File: config.mk
export PLATFORM = sky130hd
export DESIGN_NAME = wrr_credit_arbiter_flat
export DESIGN_NICKNAME = d
export VERILOG_FILES = /design/src/rtl/wrr_arbiter_pkg.sv /design/src/rtl/wrr_credit_arbiter_if.sv /design/src/rtl/wrr_rr_picker.sv /design/src/rtl/wrr_credit_arbiter.sv /design/src/flat_wrapper.sv
export SDC_FILE = /design/constraint.sdc
export NUM_CORES = 1
export LEC_CHECK = 0
export CELL_PAD_IN_SITES_DETAIL_PLACEMENT = 1
export CELL_PAD_IN_SITES_GLOBAL_PLACEMENT = 2
export CORE_MARGIN = 3
export CORE_UTILIZATION = 30
export DETAILED_ROUTE_END_ITERATION = 7
export PLACE_DENSITY = 0.74
export SYNTH_ARGS = -nofsm -noshare
export SYNTH_HDL_FRONTEND = slang
export SYNTH_HIERARCHICAL = 1
export SYNTH_SLANG_ARGS = --single-unit
File: constraint.sdc
create_clock -name clk -period 9.8 [get_ports clk]
set_input_delay 0.98 -clock clk [delete_from_list [all_inputs] [get_ports clk]]
set_output_delay 0.98 -clock clk [all_outputs]
set_load 0.02 [all_outputs]
File: src/rtl/wrr_arbiter_pkg.sv
`default_nettype none
// ---------------------------------------------------------------------------
// wrr_arbiter_pkg : shared types and defaults for the WRR credit arbiter
// Rev 1.0
// ---------------------------------------------------------------------------
package wrr_arbiter_pkg;

  localparam int DEF_N_REQ    = 32;
  localparam int DEF_WEIGHT_W = 4;

  typedef enum logic [0:0] {
    IDLE  = 1'b0,
    GRANT = 1'b1
  } state_e;

  typedef logic [DEF_WEIGHT_W-1:0] credit_t;

  // Modulo-n increment without a divider.
  function automatic int unsigned wrap_inc(input int unsigned idx, input int unsigned n);
    return (idx + 1 == n) ? 0 : idx + 1;
  endfunction

endpackage
`default_nettype wire

File: src/rtl/wrr_credit_arbiter_if.sv
`default_nettype none
// ---------------------------------------------------------------------------
// wrr_credit_arbiter_if : request/weight/ack and grant bundle of the arbiter
// Rev 1.0
// ---------------------------------------------------------------------------
interface wrr_credit_arbiter_if #(
  parameter int N_REQ    = wrr_arbiter_pkg::DEF_N_REQ,
  parameter int WEIGHT_W = wrr_arbiter_pkg::DEF_WEIGHT_W
);
  localparam int ID_W = $clog2(N_REQ);

  logic [N_REQ-1:0]          req;
  logic [N_REQ*WEIGHT_W-1:0] weight;
  logic                      ack;
  logic [N_REQ-1:0]          gnt_w;
  logic [ID_W-1:0]           gnt_id;
  logic                      gnt_valid;
  logic                      round_start;

  modport master (
    output req, weight, ack,
    input  gnt_w, gnt_id, gnt_valid, round_start
  );

  modport slave (
    input  req, weight, ack,
    output gnt_w, gnt_id, gnt_valid, round_start
  );
endinterface
`default_nettype wire

File: src/rtl/wrr_rr_picker.sv
`default_nettype none
// ---------------------------------------------------------------------------
// wrr_rr_picker : rotate-priority find-first, searching upward from i_start
// Rev 1.0
// ---------------------------------------------------------------------------
module wrr_rr_picker #(
  parameter  int N   = 4,
  localparam int IDW = $clog2(N)
) (
  input  wire logic [N-1:0]   i_vec,
  input  wire logic [IDW-1:0] i_start,
  output logic      [N-1:0]   o_onehot,
  output logic      [IDW-1:0] o_idx,
  output logic                o_found
);

  always_comb begin
    int j;
    j        = 0;
    o_onehot = '0;
    o_idx    = '0;
    o_found  = 1'b0;
    for (int k = 0; k < N; k++) begin
      j = (int'(i_start) + k) % N;
      if (!o_found && i_vec[IDW'(j)]) begin
        o_found              = 1'b1;
        o_idx                = IDW'(j);
        o_onehot[IDW'(j)]    = 1'b1;
      end
    end
  end

endmodule
`default_nettype wire

File: src/rtl/wrr_credit_arbiter.sv
`default_nettype none
// ---------------------------------------------------------------------------
// wrr_credit_arbiter : weighted round-robin arbiter with per-requester credits
// Rev 1.0
// ---------------------------------------------------------------------------
module wrr_credit_arbiter #(
  parameter int N_REQ    = wrr_arbiter_pkg::DEF_N_REQ,
  parameter int WEIGHT_W = wrr_arbiter_pkg::DEF_WEIGHT_W
) (
  input wire logic           clk,
  input wire logic           rst,
  wrr_credit_arbiter_if.slave bus
);
  import wrr_arbiter_pkg::*;

  localparam int        ID_W     = $clog2(N_REQ);
  localparam logic [0:0] ST_IDLE  = 1'(IDLE);
  localparam logic [0:0] ST_GRANT = 1'(GRANT);

  logic [0:0]          state_q, state_d;
  logic [ID_W-1:0]     ptr_q, ptr_d;
  logic [WEIGHT_W-1:0] credit_q [N_REQ];
  logic [WEIGHT_W-1:0] credit_d [N_REQ];
  logic [N_REQ-1:0]    gnt_w_q, gnt_w_d;
  logic [ID_W-1:0]     gnt_id_q, gnt_id_d;
  logic                gnt_valid_q, gnt_valid_d;
  logic                round_start_q, round_start_d;

  logic [N_REQ-1:0]    w_eligible, w_active, w_pick_onehot;
  logic [ID_W-1:0]     w_pick_idx;
  logic                w_pick_found;
  logic [WEIGHT_W-1:0] w_cur_credit;

  for (genvar i = 0; i < N_REQ; i++) begin : g_req
    assign w_eligible[i] = bus.req[i] & (credit_q[i] != '0);
    assign w_active[i]   = bus.req[i] & (bus.weight[i*WEIGHT_W +: WEIGHT_W] != '0);
  end

  wrr_rr_picker #(.N(N_REQ)) u_picker (
    .i_vec    (w_eligible),
    .i_start  (ptr_q),
    .o_onehot (w_pick_onehot),
    .o_idx    (w_pick_idx),
    .o_found  (w_pick_found)
  );

  assign w_cur_credit = credit_q[gnt_id_q];

  always_comb begin
    state_d       = state_q;
    ptr_d         = ptr_q;
    credit_d      = credit_q;
    gnt_w_d       = gnt_w_q;
    gnt_id_d      = gnt_id_q;
    gnt_valid_d   = gnt_valid_q;
    round_start_d = 1'b0;
    case (state_q)
      ST_IDLE: begin
        if (w_pick_found) begin
          gnt_w_d     = w_pick_onehot;
          gnt_id_d    = w_pick_idx;
          gnt_valid_d = 1'b1;
          state_d     = ST_GRANT;
        end else if (|w_active) begin
          // Round exhausted: every credit reloads, even for idle requesters.
          for (int i = 0; i < N_REQ; i++) begin
            credit_d[i] = bus.weight[i*WEIGHT_W +: WEIGHT_W];
          end
          round_start_d = 1'b1;
        end
      end
      ST_GRANT: begin
        if (bus.ack) begin
          if (w_cur_credit != '0) begin
            credit_d[gnt_id_q] = w_cur_credit - WEIGHT_W'(1);
          end
          // Holder keeps priority while it still has credit left after this ack.
          ptr_d       = (w_cur_credit > WEIGHT_W'(1)) ? gnt_id_q
                                                      : ID_W'(wrap_inc(32'(gnt_id_q), N_REQ));
          gnt_w_d     = '0;
          gnt_id_d    = '0;
          gnt_valid_d = 1'b0;
          state_d     = ST_IDLE;
        end else if (!bus.req[gnt_id_q]) begin
          gnt_w_d     = '0;
          gnt_id_d    = '0;
          gnt_valid_d = 1'b0;
          state_d     = ST_IDLE;
        end
      end
      default: state_d = ST_IDLE;
    endcase
  end

  always_ff @(posedge clk) begin
    if (rst) begin
      state_q       <= ST_IDLE;
      ptr_q         <= '0;
      for (int i = 0; i < N_REQ; i++) credit_q[i] <= '0;
      gnt_w_q       <= '0;
      gnt_id_q      <= '0;
      gnt_valid_q   <= 1'b0;
      round_start_q <= 1'b0;
    end else begin
      state_q       <= state_d;
      ptr_q         <= ptr_d;
      credit_q      <= credit_d;
      gnt_w_q       <= gnt_w_d;
      gnt_id_q      <= gnt_id_d;
      gnt_valid_q   <= gnt_valid_d;
      round_start_q <= round_start_d;
    end
  end

  assign bus.gnt_w       = gnt_w_q;
  assign bus.gnt_id      = gnt_id_q;
  assign bus.gnt_valid   = gnt_valid_q;
  assign bus.round_start = round_start_q;

endmodule
`default_nettype wire

File: src/flat_wrapper.sv
// flat-port wrapper written by rule: the top's interface ports become plain ports
module wrr_credit_arbiter_flat import wrr_arbiter_pkg::*;
#(
  parameter int N_REQ    = wrr_arbiter_pkg::DEF_N_REQ,
  parameter int WEIGHT_W = wrr_arbiter_pkg::DEF_WEIGHT_W
)
  (clk, rst, bus_req, bus_weight, bus_ack, bus_gnt_w, bus_gnt_id, bus_gnt_valid, bus_round_start);
  wrr_credit_arbiter_if #(.N_REQ(N_REQ), .WEIGHT_W(WEIGHT_W)) bus_i ();
  input wire logic clk;
  input wire logic rst;
  input wire logic [$bits(bus_i.req)-1:0] bus_req;
  input wire logic [$bits(bus_i.weight)-1:0] bus_weight;
  input wire logic [$bits(bus_i.ack)-1:0] bus_ack;
  output wire logic [$bits(bus_i.gnt_w)-1:0] bus_gnt_w;
  output wire logic [$bits(bus_i.gnt_id)-1:0] bus_gnt_id;
  output wire logic [$bits(bus_i.gnt_valid)-1:0] bus_gnt_valid;
  output wire logic [$bits(bus_i.round_start)-1:0] bus_round_start;
  assign bus_i.req = bus_req;
  assign bus_i.weight = bus_weight;
  assign bus_i.ack = bus_ack;
  assign bus_gnt_w = bus_i.gnt_w;
  assign bus_gnt_id = bus_i.gnt_id;
  assign bus_gnt_valid = bus_i.gnt_valid;
  assign bus_round_start = bus_i.round_start;
  wrr_credit_arbiter #(.N_REQ(N_REQ), .WEIGHT_W(WEIGHT_W)) u_core (.clk(clk), .rst(rst), .bus(bus_i));
endmodule
---- Word-level counts from Yosys, hierarchy flattened ----
Cells that the tools add are included.
word-level totals
  bits in registers ....................... 173
  input port bits ......................... 163
  output and inout port bits .............. 39
  word-level logic and storage cells ...... 696
cells by class
  $add $sub $neg .......................... 33
  order comparisons ....................... 68
  equal/unequal tests ..................... 7
  multiplexer cells ....................... 288
  bitwise gates (word level) .............. 97
  reduce and logical (&&, ||, !) cells .... 165
operators by type and width
  operator                                                            count
  2-to-1 mux 32 bit                                                   35
  OR 32 bit                                                           31
  2-to-1 mux 128 bit                                                  4
  nonzero test 4 bit                                                  65
  one-hot mux 128 bit (2 select lines)                                1
  less-than comparator 5 x 7 -> 1 bit (second input constant)         32
  2-to-1 mux 5 bit                                                    37
  binary-select mux 1 bit (select 5 bit)                              33
  demux 1 bit (select 5 bit)                                          32
  greater-or-equal comparator 5 x 1 -> 1 bit (second input constant)  32
  2-to-1 mux 1 bit                                                    136
  bitwise mux 128 bit                                                 1
  adder 5 bit (second input constant)                                 16
  bitwise AND 1 bit                                                   64
  logical AND 1 bit                                                   64
  one-hot mux 32 bit (2 select lines)                                 1
  adder 5 x 4 -> 5 bit (second input constant)                        8
  OR reduction 32 bit                                                 1
  zero test 1 bit                                                     31
  adder 5 x 3 -> 5 bit (second input constant)                        4
  binary-select mux 4 bit (select 5 bit)                              1
  demux 4 bit (select 5 bit)                                          1
  2-to-1 mux 4 bit                                                    3
  adder 5 x 2 -> 5 bit (second input constant)                        2
  18 further kinds                                                    23

---- Logic depth before layout (Yosys ltp) ----
  word-level depth ........................ 101
  gate-level depth with buffers ........... 27
  depth with buffers taken out ............ 16

---- Hierarchy ----
The synthesis kept the hierarchy.
by module, submodules not included
  module              instances  cells each  area each (sq um)  sequential area each (sq um)
  wrr_credit_arbiter  1          1271        10898.0            3463.3
  wrr_rr_picker       1          1151        8962.3             0.0

---- Least setup slack after synthesis ----
No wires, ideal clock.
  path type ............................... reg2reg
  start point ............................. register u_core.ptr_q[0]
  end point ............................... register u_core/credit_q[24] (netlist name)
  library setup time ...................... 0.132 ns
  arrival time ............................ 7.259 ns
  data required time ...................... 9.668 ns
  setup slack ............................. 2.409 ns
  stages on the path, launching flop included .. 25
  buffers on the path ..................... 10
  clock period less this slack ............ 7.391 ns
  cell sequence ........................... dfxtp_1 -> buf_2 -> inv_2 -> buf_4 -> buf_2 -> buf_2 -> buf_1 -> ha_1 -> buf_6 -> buf_6 -> mux2_1 -> mux4_2 -> mux4_2 -> or3_1 -> buf_2 -> or3_1 -> buf_2 -> nor4_4 -> nand3_2 -> or4_1 -> a211oi_1 -> clkbuf_1 -> o221ai_1 -> a221oi_1 -> nor3_1
on the way
  cells in the longest elaborated chain, start to end .. 99
RTL lines
  item                                                           RTL line                   RTL
  start: declaration                                             wrr_credit_arbiter.sv:21   logic [ID_W-1:0] ptr_q, ptr_d;
  start signal: assignment                                       wrr_credit_arbiter.sv:106  ptr_q <= ptr_d;
  branches (longest 96 deep; another with adder 5 x 1 -> 5 bit)  -
  2-to-1 mux 1 bit (*)                                           wrr_rr_picker.sv:25        if (!o_found && i_vec[IDW'(j)]) begin
  net u_core.w_pick_found                                        wrr_credit_arbiter.sv:31   logic w_pick_found;
  inequality test 2 bit (no line) (*)                            -
  AND reduction 4 bit (no line) (*)                              -
  end signal: assignment                                         wrr_credit_arbiter.sv:107  credit_q <= credit_d;
  end: declaration                                               wrr_credit_arbiter.sv:22   logic [WEIGHT_W-1:0] credit_q [N_REQ];
Mark *: on every way through the listed nets, which the timed path passes. The select of a mux whose other input is x is not followed.
A chain may end at the register's enable or synchronous reset.

---- Final worst setup path ----
  start point ............................. register u_core.ptr_q[1]
  end point ............................... register u_core/credit_q[39] (netlist name)
The elaborated chain is that of the path after synthesis.

==> flow_summary.ini <==
[global_routing]
use_met1_pct = 41.71
grt_max_degree = 90
met2_usage_pct = 49.89
grt_remaining_overflow = 0
track_usage_pct = 31.45
globalRouteMet3Util_pct = 4.981
antenna_found_initial = 2
grt_pass1_vias = 23570
grt_busiest_layer = met2
grt_pass1_wl_um = 165900

[final_layout]
final_area_um2 = 23230
drive_gt1_share_pct = 14.80
layout_common_cells = nor2_1, clkdlybuf4s50_1, nand2_1
fin_cells = 3369
area.growth.synth_to_final_pct = 16.99
nFillCells = 7678
regArea_um2 = 3475
layout_commonest_cell = nor2_1
diodes = 0
multi_input_area_um2 = 15330
finalNetCount = 2690

[yosys]
yosysTopAreaCell = dfxtp_1
ys_seq_area_share_pct = 17.44
synthArstFlopShare_pct = 0
netlist_area_um2 = 19860
ys_seq_elements = 173
yosysWarnings = 6
synth_nets = 2611
synth.distinct_cells = 103
avgSynthCellArea_um2 = 8.200
synth.area.top_cells = dfxtp_1, mux4_2, mux2i_1
postSynthCellCount = 2422
synthFlopType = dfxtp_1
synth-edff-count = 0
yosysTopAreaCellShare_pct = 17.44

[floorplanning]
initial_utilization_pct = 30.59
io_pins = 202
coreArea_um2 = 64930
row_count = 93
die_area_um2 = 69320
die_width_um = 263.3
fp.dieH_um = 263.3

[detailed_routing]
ant_nets = 0
wire_per_inst_um = 33.70
drtIter0Drc = 2674
vias = 23320
drc_errors = 0
via_per_inst = 6.921
drt_first_pass_iters = 5
routed_wl_um = 113500

[sta]
hold_viol = 0
holdWs_ns = 0.4986
final.min_clock_period_ns = 7.883
rsz0062_at_grt = no
setup_viol = 0
setup-tns-final_ns = 0
clock_skew_ns = 0.01814
fin_crit_sh_pct = 80.44
setup_ws_ns = 1.917
relSlewSlack_pct = 14.51
tightest_slew_ns = 1.273
drv_slew = 0
max_freq_mhz = 126.9

[critical_path]
critPathRequiredTime_ns = 10.17
cp_max_fo = 49
cpMaxStageDelayCell = ha_2
critPathKind = reg -> reg
cp-end-kind = flip-flop
crit_chain = inv_1 -> ha_2 -> mux2_2 -> mux4_2 -> mux4_2 -> or3_1 -> or3_1 -> nor4_4 -> nand3_2 -> or4_1 -> a211oi_4 -> o22a_4 -> buf_4 -> a21oi_1 -> a211oi_2
critical_path_arrival_ns = 8.25
cp_slowest_stage_delay_ns = 1.04
start_kind = flip-flop

[clock_network]
post_cts_buffers = 0
clockBufferDepth = 2
root_buffer = clkbuf_16
clock_sinks = 173
htreeDepth = 4
postCtsHoldBufs = 0
clkLatencyLatePin_ns = 0.46
cts_resized = 0
cts_made_buffers = 17
cts_tree = done
clk_pin_slew_worst_paths_ns = 0.08

[placement]
placed_area_um2 = 22650
dp_hpwl_um = 85170
pre_cts_slack_ns = 2.061
post-place-cells = 3337
place.gp.congestion = 0.9943
portBuffers = 201

[min_path]
holdCritPathClass = reg -> reg

[power_and_ir_drop]
pwr_density_cell_nw_per_um2 = 242.0
ir_worst_vdd_uv = 161.7
power_leakage_nw = 7.203

[outcome]
status = complete, no violations

[run]
maxCapViolCount = 0
-- power breakdown --
group / switching, W / internal [W]
registers: 0.000121 / 0.000802
logic: 0.00274 / 0.00125
clock network: 0.000368 / 0.000344
total: 0.00323 / 0.00240
-- kinds of logic (layout without fill, tap and decap cells) --
group	after synthesis	after routing	synth area share [%]
adders and majority gates	26	26	1.638
and+or+nand+nor	834	834	21.54
muxes	294	294	21.58
buffers and inverters	261	353	6.004
DFF	173	173	17.44
xor gates and xnor gates	40	40	1.764
AOI/OAI and AO/OA	794	794	30.03
-- worst max-delay path, delay by kind of cell (launching register included) --
family          cells  cell delay, ns
simple gates        5            2.73
mux                 3            1.54
compound gates      4            1.19
fa+ha+maj           1            1.04
buf+inv             2            0.74
flops               1            0.51
-- stage by stage --
stage	total power (W)	util [%]
6_report	0.005624	35.78
5_1_grt	0.005828	35.78
2_1_floorplan	0.003303	-
3_3_place_gp	0.004740	34.88
3_5_place_dp	0.004775	34.88
4_1_cts	0.005499	35.78
-- synth_stat cells (all sizes together), types with 7 or more instances --
master,instances
a2111o,16
a211oi,81
a21boi,8
a21oi,187
a221oi,69
a22oi,54
a311oi,7
a31oi,18
and2,15
and3,8
buf,95
clkbuf,124
dfxtp,173
ha,26
inv,40
mux2,61
mux2i,132
mux4,101
nand2,189
nand2b,10
nand3,75
nand4,63
nand4b,7
nor2,218
nor3,138
nor4,31
o211ai,33
o21ai,54
o221ai,56
o22a,10
o22ai,46
o31ai,9
o41a,32
o41ai,34
or3,20
or4,10
xnor2,34
-- sequential cells by signal, indices dropped and copies added (netlist names) --
name,flops
u_core/bus.gnt_id,5
u_core/credit_q,128
u_core/state_q,1
u_core/bus.round_start,1
u_core/bus.gnt_valid,1
u_core/ptr_q,5
u_core/bus.gnt_w,32
-- path summary, 6_finish.rpt --
| check | slack, ns | from | endpoint | cells past startpoint |
|---|---|---|---|---|
| worst max-delay path | 1.92 | u_core/ptr_q[1] | u_core/credit_q[39] | 15 |
| worst min register to register | 0.50 | u_core/bus.gnt_valid | u_core/bus.gnt_valid | 2 |
| worst min-delay path | 0.50 | u_core/bus.gnt_valid | u_core/bus.gnt_valid | 2 |
| worst max register to register | 1.92 | u_core/ptr_q[1] | u_core/credit_q[39] | 15 |
-- final cells by class --
type	count	share of cell area, %
Multi-Input combinational cell	1988	65.98
Sequential cell	173	14.95
Timing Repair Buffer	279	11.24
Clock buffer	17	1.831
Inverter	42	0.6947
Clock inverter	15	0.7001
Tap cell	855	4.604
-- routing by layer --
metal,vias to the layer above,part of all wire (%)
met3,276,8.0
met2,1262,45
met5,-,0
met1,11880,42
met4,0,5.3
li1,9895,-
No activity file was read; power rests on OpenSTA's default activity.
